--- config.mk ---
export PLATFORM = sky130hd
export DESIGN_NAME = tstamp_serial_readout
export DESIGN_NICKNAME = d
export VERILOG_FILES = /design/src/rtl/tstamp_serial_readout.sv
export SDC_FILE = /design/constraint.sdc
export NUM_CORES = 1
export LEC_CHECK = 0
export ABC_AREA = 1
export CAP_MARGIN = 20
export CORE_ASPECT_RATIO = 0.6
export CORE_MARGIN = 2
export CORE_UTILIZATION = 30
export CTS_CLUSTER_SIZE = 8
export DETAILED_ROUTE_END_ITERATION = 12
export RECOVER_POWER = 100
export SYNTH_ARGS = -nofsm -noshare
export SYNTH_HDL_FRONTEND = slang
export SYNTH_SLANG_ARGS = --single-unit
--- constraint.sdc ---
create_clock -name clk -period 2.8 [get_ports clk]
set_input_delay 0.42 -clock clk [delete_from_list [all_inputs] [get_ports clk]]
set_output_delay 0.42 -clock clk [all_outputs]
set_load 0.005 [all_outputs]
--- src/rtl/tstamp_serial_readout.sv ---
// Serial readout of the timestamp FIFO.
// Pops one word at a time, frames it as header + data (MSB first) + even
// parity, and shifts the frame out on a single pad with a frame strobe.
// All outputs are registered; the output process computes their next values
// from the next state so each output lines up with the state it describes.
module tstamp_serial_readout #(
    parameter int                  WORDWIDTH = 16,
    parameter int                  HDR_WIDTH = 4,
    parameter logic [HDR_WIDTH-1:0] HEADER   = 4'b1011,
    parameter int                  READ_LAT  = 1,
    parameter int                  BITDIV    = 1,
    parameter int                  GAP_BITS  = 2
) (
    input  logic                 clk,
    input  logic                 rst,
    input  logic                 enable_i,
    input  logic [WORDWIDTH-1:0] fifo_data_i,
    input  logic                 fifo_empty_i,
    output logic                 fifo_re_o,
    output logic                 ser_o,
    output logic                 frame_o,
    output logic                 busy_o,
    output logic [15:0]          frame_cnt_o
);

    // Whole frame lives in one shift register: header, data word, parity.
    localparam int FW  = HDR_WIDTH + WORDWIDTH + 1;
    localparam int BIW = $clog2(FW + 1);
    localparam int TW  = 8;

    localparam logic [BIW-1:0] LAST_BIT   = BIW'(FW - 1);
    localparam logic [BIW-1:0] DATA_FIRST = BIW'(HDR_WIDTH);
    localparam logic [BIW-1:0] PAR_IDX    = BIW'(FW - 1);

    localparam logic [TW-1:0] WAIT_LAST = TW'(READ_LAT - 1);
    localparam logic [TW-1:0] DIV_LAST  = TW'(BITDIV - 1);
    localparam logic [TW-1:0] GAP_LAST  = TW'(GAP_BITS * BITDIV - 1);

    typedef enum logic [2:0] {
        S_IDLE,
        S_RD,
        S_WAIT,
        S_HDR,
        S_DATA,
        S_PAR,
        S_GAP
    } state_t;

    state_t         state_q, state_d;
    logic [TW-1:0]  tmr_q, tmr_d;      // read-latency, bit-divider and gap timer
    logic [BIW-1:0] bit_q, bit_d;      // index of the frame bit on the pad
    logic [FW-1:0]  sr_q, sr_d;        // frame shift register, MSB goes out first

    logic           fifo_re_q, fifo_re_d;
    logic           ser_q, ser_d;
    logic           frame_q, frame_d;
    logic           busy_q, busy_d;
    logic [15:0]    frame_cnt_q, frame_cnt_d;

    // State and datapath registers; reset returns everything to idle and drops any popped word.
    always_ff @(posedge clk) begin
        if (rst) begin
            state_q     <= S_IDLE;
            tmr_q       <= '0;
            bit_q       <= '0;
            sr_q        <= '0;
            fifo_re_q   <= 1'b0;
            ser_q       <= 1'b0;
            frame_q     <= 1'b0;
            busy_q      <= 1'b0;
            frame_cnt_q <= '0;
        end else begin
            state_q     <= state_d;
            tmr_q       <= tmr_d;
            bit_q       <= bit_d;
            sr_q        <= sr_d;
            fifo_re_q   <= fifo_re_d;
            ser_q       <= ser_d;
            frame_q     <= frame_d;
            busy_q      <= busy_d;
            frame_cnt_q <= frame_cnt_d;
        end
    end

    // Next-state logic: pop, wait out the read latency, capture, then walk the frame bits.
    always_comb begin
        state_d = state_q;
        tmr_d   = tmr_q;
        bit_d   = bit_q;
        sr_d    = sr_q;
        case (state_q)
            S_IDLE: begin
                if (enable_i && !fifo_empty_i) begin
                    state_d = S_RD;
                end
            end
            S_RD: begin
                state_d = S_WAIT;
                tmr_d   = WAIT_LAST;
            end
            S_WAIT: begin
                if (tmr_q == '0) begin
                    // Only sampling point of the FIFO data bus.
                    sr_d    = {HEADER, fifo_data_i, ^fifo_data_i};
                    bit_d   = '0;
                    tmr_d   = DIV_LAST;
                    state_d = S_HDR;
                end else begin
                    tmr_d = tmr_q - 1'b1;
                end
            end
            S_HDR, S_DATA, S_PAR: begin
                if (tmr_q != '0) begin
                    tmr_d = tmr_q - 1'b1;
                end else begin
                    tmr_d = DIV_LAST;
                    sr_d  = sr_q << 1;
                    bit_d = bit_q + 1'b1;
                    if (bit_q == LAST_BIT) begin
                        state_d = S_GAP;
                        tmr_d   = GAP_LAST;
                    end else if (bit_d == DATA_FIRST) begin
                        state_d = S_DATA;
                    end else if (bit_d == PAR_IDX) begin
                        state_d = S_PAR;
                    end
                end
            end
            S_GAP: begin
                if (tmr_q == '0) begin
                    state_d = S_IDLE;
                end else begin
                    tmr_d = tmr_q - 1'b1;
                end
            end
            default: begin
                state_d = S_IDLE;
            end
        endcase
    end

    // Output logic: registered outputs follow the state being entered.
    always_comb begin
        fifo_re_d   = (state_d == S_RD);
        frame_d     = (state_d == S_HDR) || (state_d == S_DATA) || (state_d == S_PAR);
        ser_d       = frame_d & sr_d[FW-1];
        busy_d      = (state_d != S_IDLE);
        frame_cnt_d = frame_cnt_q;
        if (state_d == S_GAP && state_q != S_GAP) begin
            frame_cnt_d = frame_cnt_q + 16'd1;
        end
    end

    assign fifo_re_o   = fifo_re_q;
    assign ser_o       = ser_q;
    assign frame_o     = frame_q;
    assign busy_o      = busy_q;
    assign frame_cnt_o = frame_cnt_q;

endmodule

* Word-level counts from Yosys, hierarchy flattened
Cells that the tools add are included.
** Storage, ports and cells
- Register bits :: 57
- Output and inout port bits :: 20
** Cells by class
- Add/subtract/negate cells :: 3
- Equal/unequal tests :: 18
- Multiplexer cells :: 19
- Bitwise gates (word level) :: 1
- Reduce and logical (&&, ||, !) cells :: 15
** Operator list (number)
- $mux W21 :: 2
- $pmux W21 S2 :: 1
- $pmux W8 S4 :: 1
- $mux W8 :: 3
- $mux W3 :: 7
- $eq A3 B3 Y1 const B :: 6
- $add A16 B1 Y16 const B :: 1
- $reduce_xor A16 Y1 :: 1
- $pmux W3 S5 :: 1
- $eq A5 B5 Y1 const B :: 2
- $mux W5 :: 2
- $pmux W5 S2 :: 1
- $eq A3 B2 Y1 const B :: 3
- $logic_not A8 Y1 :: 1
- $reduce_bool A8 Y1 :: 1
- $sub A8 B1 Y8 const B :: 1
- $eq A3 B1 Y1 const B :: 2
- $ne A2 B2 Y1 const B :: 3
- $add A5 B1 Y5 const B :: 1
- $eq A5 B3 Y1 const B :: 1
- $reduce_bool A4 Y1 :: 1
- $logic_not A3 Y1 :: 1
- $ne A3 B3 Y1 const B :: 1
- $reduce_and A3 Y1 :: 1
- 9 further kinds :: 11

* Logic depth before layout (Yosys ltp)
- Word-level depth :: 11
- Depth in mapped cells :: 12
- Mapped depth without buffers :: 11

* Worst setup path before layout
Ideal clock, no wire load.
- Path kind :: register -> register
- From :: reg state_q[1]
- To :: reg frame_cnt_q[10] (netlist: frame_cnt_o[10])
- Data arrival time :: 1.489 ns
- Data required time :: 2.668 ns
- Setup slack :: 1.179 ns
- Stages on the path, launching flop included :: 13
- Path buffers :: 1
- Period minus slack after synthesis :: 1.621 ns
- Cells stage by stage :: dfxtp_1 -> inv_2 -> nor2_4 -> inv_2 -> nor2_4 -> inv_2 -> nand2_1 -> nor2_2 -> nand2_4 -> nand3_4 -> buf_6 -> nand2_1 -> a21oi_1
** Between the ends
- Longest elaborated chain between the ends :: 7
- Elaborated cells between the ends (all ways) :: 19
- Classes of those cells :: 8 x eq/ne; 8 x mux; 3 x reduce/logical
** Ends and longest elaborated chain
- from (decl) :: line 49 : state_t state_q, state_d;
- from (signal assigned) :: line 73 : state_q <= state_d;
- $mux W3 :: line 124 : end else if (bit_d == PAR_IDX) begin
- $mux W3 :: line 122 : end else if (bit_d == DATA_FIRST) begin
- $mux W3 :: line 119 : if (bit_q == LAST_BIT) begin
- $mux W3 :: line 113 : if (tmr_q != '0) begin
- $pmux W3 S5 :: line 91 : case (state_q)
- $eq A3 B3 Y1 :: line 149 : if (state_d == S_GAP && state_q != S_GAP) begin
- $logic_and A1 B1 Y1 (*) :: line 149
- to (signal assigned) :: line 81 : frame_cnt_q <= frame_cnt_d;
- to (decl) :: line 58 : logic [15:0] frame_cnt_q, frame_cnt_d;
Mark *: on every way between the ends. The rest lies on a longest branch, timed or not.
A chain may end at the register's enable or synchronous reset.

==> metrics.md <==
| Metric | Value |
|---|---|
| First-pass GRT wire length | `13,600 um` |
| # nets final | `between 500 and 600` |
| Worst hold path type | `flip-flop to flip-flop` |
| DRT iter0 DRCs | `between 200 and 300` |
| Sequential share of power | `0.320` |
| Layout cells sized above 1 | `0.0661` |
| Critical Path AT | `roughly 2600 ps` |
| CTS root buf | `clkbuf_16` |
| CP cell instances | `dlygate4sd3_1, clkbuf_1, nor3_1, nand3_1, nand2_1` |
| Area growth from synthesis to layout | `25.1%` |
| CP endpoint kind | `flip-flop` |
| Commonest non-fill, non-tap cell in the layout | `nand2_1` |
| Max-cap violations | `1` |
| Setup violations, final | `0` |
| H-tree Lvls | `3` |
| Vias in the first global route | `around 2,700` |
| Slew Limit Fails | `34` |
| Average cell area after synthesis | `about 7.0 um2` |
| Fillers | `1,041` |
| Synth warn | `0` |
| Hold Crit Endpoint | `sr_q[3]` |
| Worst setup path category | `input port to flip-flop` |
| Power share of the clock group | `0.322` |
| Clock-pin slew on the worst setup and hold paths | `50 ps` |
| Die width | `between 100 and 150 um` |
| R2R Path End | `frame_cnt_o[14]` |
| CP Max Fanout | `33` |
| Worst reg2reg path depth | `9` |
| Worst IR Drop VDD | `337 uV` |
| Initial antenna violation count | `0` |
| CTS Hold Bufs | `0` |
| Share of the synthesized area in the top cell type | `0.361` |
| Post-route DRC | `0` |
| Port Buffer Count | `39` |
| Clock buffer depth | `2` |
| Starting Density | `0.314` |
| Switching part of the total power | `0.383` |
| Failing checks | `max-capacitance violations, max-slew violations` |
| Worst-Skew Late Latency | `between 300 and 400 ps` |
| Reg2reg start | `tmr_q[0]` |
| Commonest non-fill, non-tap cells in the layout | `112 x nand2_1, 57 x dfxtp_1, 44 x nor2_1` |
| Drt wl/cell | `about 13 um` |
| Layout Utilization | `0.393` |
| Status | `finished, violations left` |
| Flop-to-flop setup slack | `approximately 540 ps` |
| FMAX | `roughly 430 MHz` |
| FF+latch area | `1140 um2` |
| Worst min-delay path startpoint | `sr_q[2]` |
| Final Routed Wirelength | `approximately 8000 um` |
| Setup bufs post-CTS | `0` |
| Multi-input gate area | `about 1800 um2` |
| CTS Buf Count | `9` |
| Internal Power | `around 2 mW` |
| Detailed Routing Iterations Pass 1 | `4` |
| Power density over cell area | `approximately 840 nW/um2` |
| Final HPWL DP | `approximately 5800 um` |
| Via density | `between 4 and 5` |
| CP max stage delay | `roughly 1200 ps` |
| Setup TNS | `0 ps` |
| Library cells used by synthesis | `29` |
| Final Cycle Share | `0.838` |
| Tot GR Track Use | `0.152` |
| Area leader, netlist | `dfxtp_1` |
| Syn_nets | `478` |
| GRT overflow | `0` |
| Post-route ant nets | `0` |
| Startpoint Class | `input port` |
| Slew at the pin with the worst max-slew slack | `roughly 1600 ps` |
| Slew headroom | `-0.0514` |
| Mapped cell area | `between 3000 and 4000 um2` |
| RD Place Congestion | `slightly below 0.9` |
| Min Clock Period, post-route | `2350 ps` |
| Core box area | `a little over 10,000 um2` |
| Leakage | `between 1.5 and 2 nW` |
| RSZ-0062 raised after global routing | `false` |
| Fin. Hold Viols | `0` |
| Setup Skew | `roughly 6 ps` |
| Combinational group share of total power | `0.358` |
| Die extent in y | `around 84 um` |
| Synth area leaders | `dfxtp_1 36%, nand2_1 13%, a21oi_1 6.0%, nor2_1 5.1%, xnor2_1 5.0%` |
| Seq cells post-synth | `57` |
| CTS tree | `built` |
| Net Switching | `about 1.3 mW` |
| Die ar. | `11,400 um2` |
| Sequential share of the synthesized area | `0.361` |
| Antenna Cells | `0` |
| DR vias | `3,055` |
| Sink Count | `57` |
| Worst Path Required | `roughly 3000 ps` |
| Post-synthesis instance total | `roughly 450` |
| I/O pin total | `40` |
| Row Count | `28` |
| Pin count of the biggest net entering global routing | `34` |
| Slowest cell on the critical path | `clkbuf_1` |
| Hold path depth | `2` |
| Post-cts resize count | `0` |
[metal layers]
metal  track usage  routed length [um]  up-vias
met5             0                   0        -
met4        0.0473                 103        0
met3        0.0498                 553       12
met2         0.198                3120       96
met1         0.229                4290     1378
li1              -                   -     1569
[power groups by stage]
stage | clock network (mW) | registers, mW | logic, mW
global route | 1.13 | 1.08 | 1.35
global placement | 0 | 1.08 | 1.21
CTS | 1.10 | 1.06 | 1.23
finish | 1.07 | 1.07 | 1.19
floorplan | 0 | 1.06 | 0.972
detailed placement | 0 | 1.08 | 1.22
[how the worst max path moves through the flow]
stage | from | end | slack (ps)
floorplan | state_q[1] | frame_cnt_o[10] | 1180
global placement | tmr_q[0] | ser_o | 800
detailed placement | state_q[1] | frame_cnt_o[14] | 760
CTS | state_q[1] | frame_cnt_o[14] | 750
global route | tmr_q[0] | frame_cnt_o[0] | 290
finish | rst | sr_q[0] | 450
[kinds of logic (layout without fill, tap and decap cells)]
group                    Yosys count  after routing  share of synthesized area
buffers and inverters             58            104                     0.0768
AND/OR/NAND/NOR                  226            226                      0.325
adder cells (fa/ha/maj)            5              5                     0.0198
AO/OA/AOI/OAI                     73             73                      0.123
flip-flops                        57             57                      0.361
XOR/XNOR                          34             34                     0.0942
[state kept, by name (all words and copies together), names as in the netlist]
signal / cells
frame_cnt_o: 16
state_q: 3
frame_o: 1
fifo_re_o: 1
bit_q: 5
ser_o: 1
busy_o: 1
sr_q: 21
tmr_q: 8
[cells in the mapped netlist]
| cell | number |
|---|---|
| inv_2 | 5 |
| nand4_1 | 24 |
| nor2_1 | 43 |
| buf_4 | 1 |
| a221oi_1 | 2 |
| a31oi_1 | 6 |
| dfxtp_1 | 57 |
| a211oi_1 | 2 |
| nor3_1 | 4 |
| ha_1 | 5 |
| o32ai_1 | 1 |
| nor2_2 | 2 |
| buf_6 | 1 |
| nand3_1 | 30 |
| nor2_4 | 5 |
| o21ai_0 | 23 |
| xnor2_1 | 18 |
| o21ai_1 | 1 |
| xor2_1 | 16 |
| a21oi_1 | 38 |
| buf_2 | 2 |
| clkinv_1 | 1 |
| nand2_2 | 5 |
| inv_1 | 39 |
| clkbuf_1 | 8 |
| nand2_4 | 1 |
| nand3_4 | 1 |
| nand2_1 | 111 |
| buf_8 | 1 |
[layout make-up]
type	instances	share of cell area
sequential	57	0.289
timing repair buffer	43	0.105
clock inverter	3	0.0101
clock buffer	13	0.0633
tap	135	0.0427
multi-input combinational	338	0.447
inverter	45	0.0427
[metrics by stage]
stage	total power, mW	setup slack [ps]	hold slack (ps)	cells	cell area (um2)
6_report	3.33	454	465	634	3950
5_1_grt	3.57	292	492	634	3950
4_1_cts	3.39	745	464	634	3970
3_5_place_dp	2.30	757	450	618	3680
3_3_place_gp	2.29	803	445	618	3680
2_1_floorplan	2.03	1180	426	453	3160
[critical path, delay by kind of cell]
family	cells	cell delay, ps
buf+inv	2	1750
simple gates	3	390
Power figures use the tool's default switching activity.
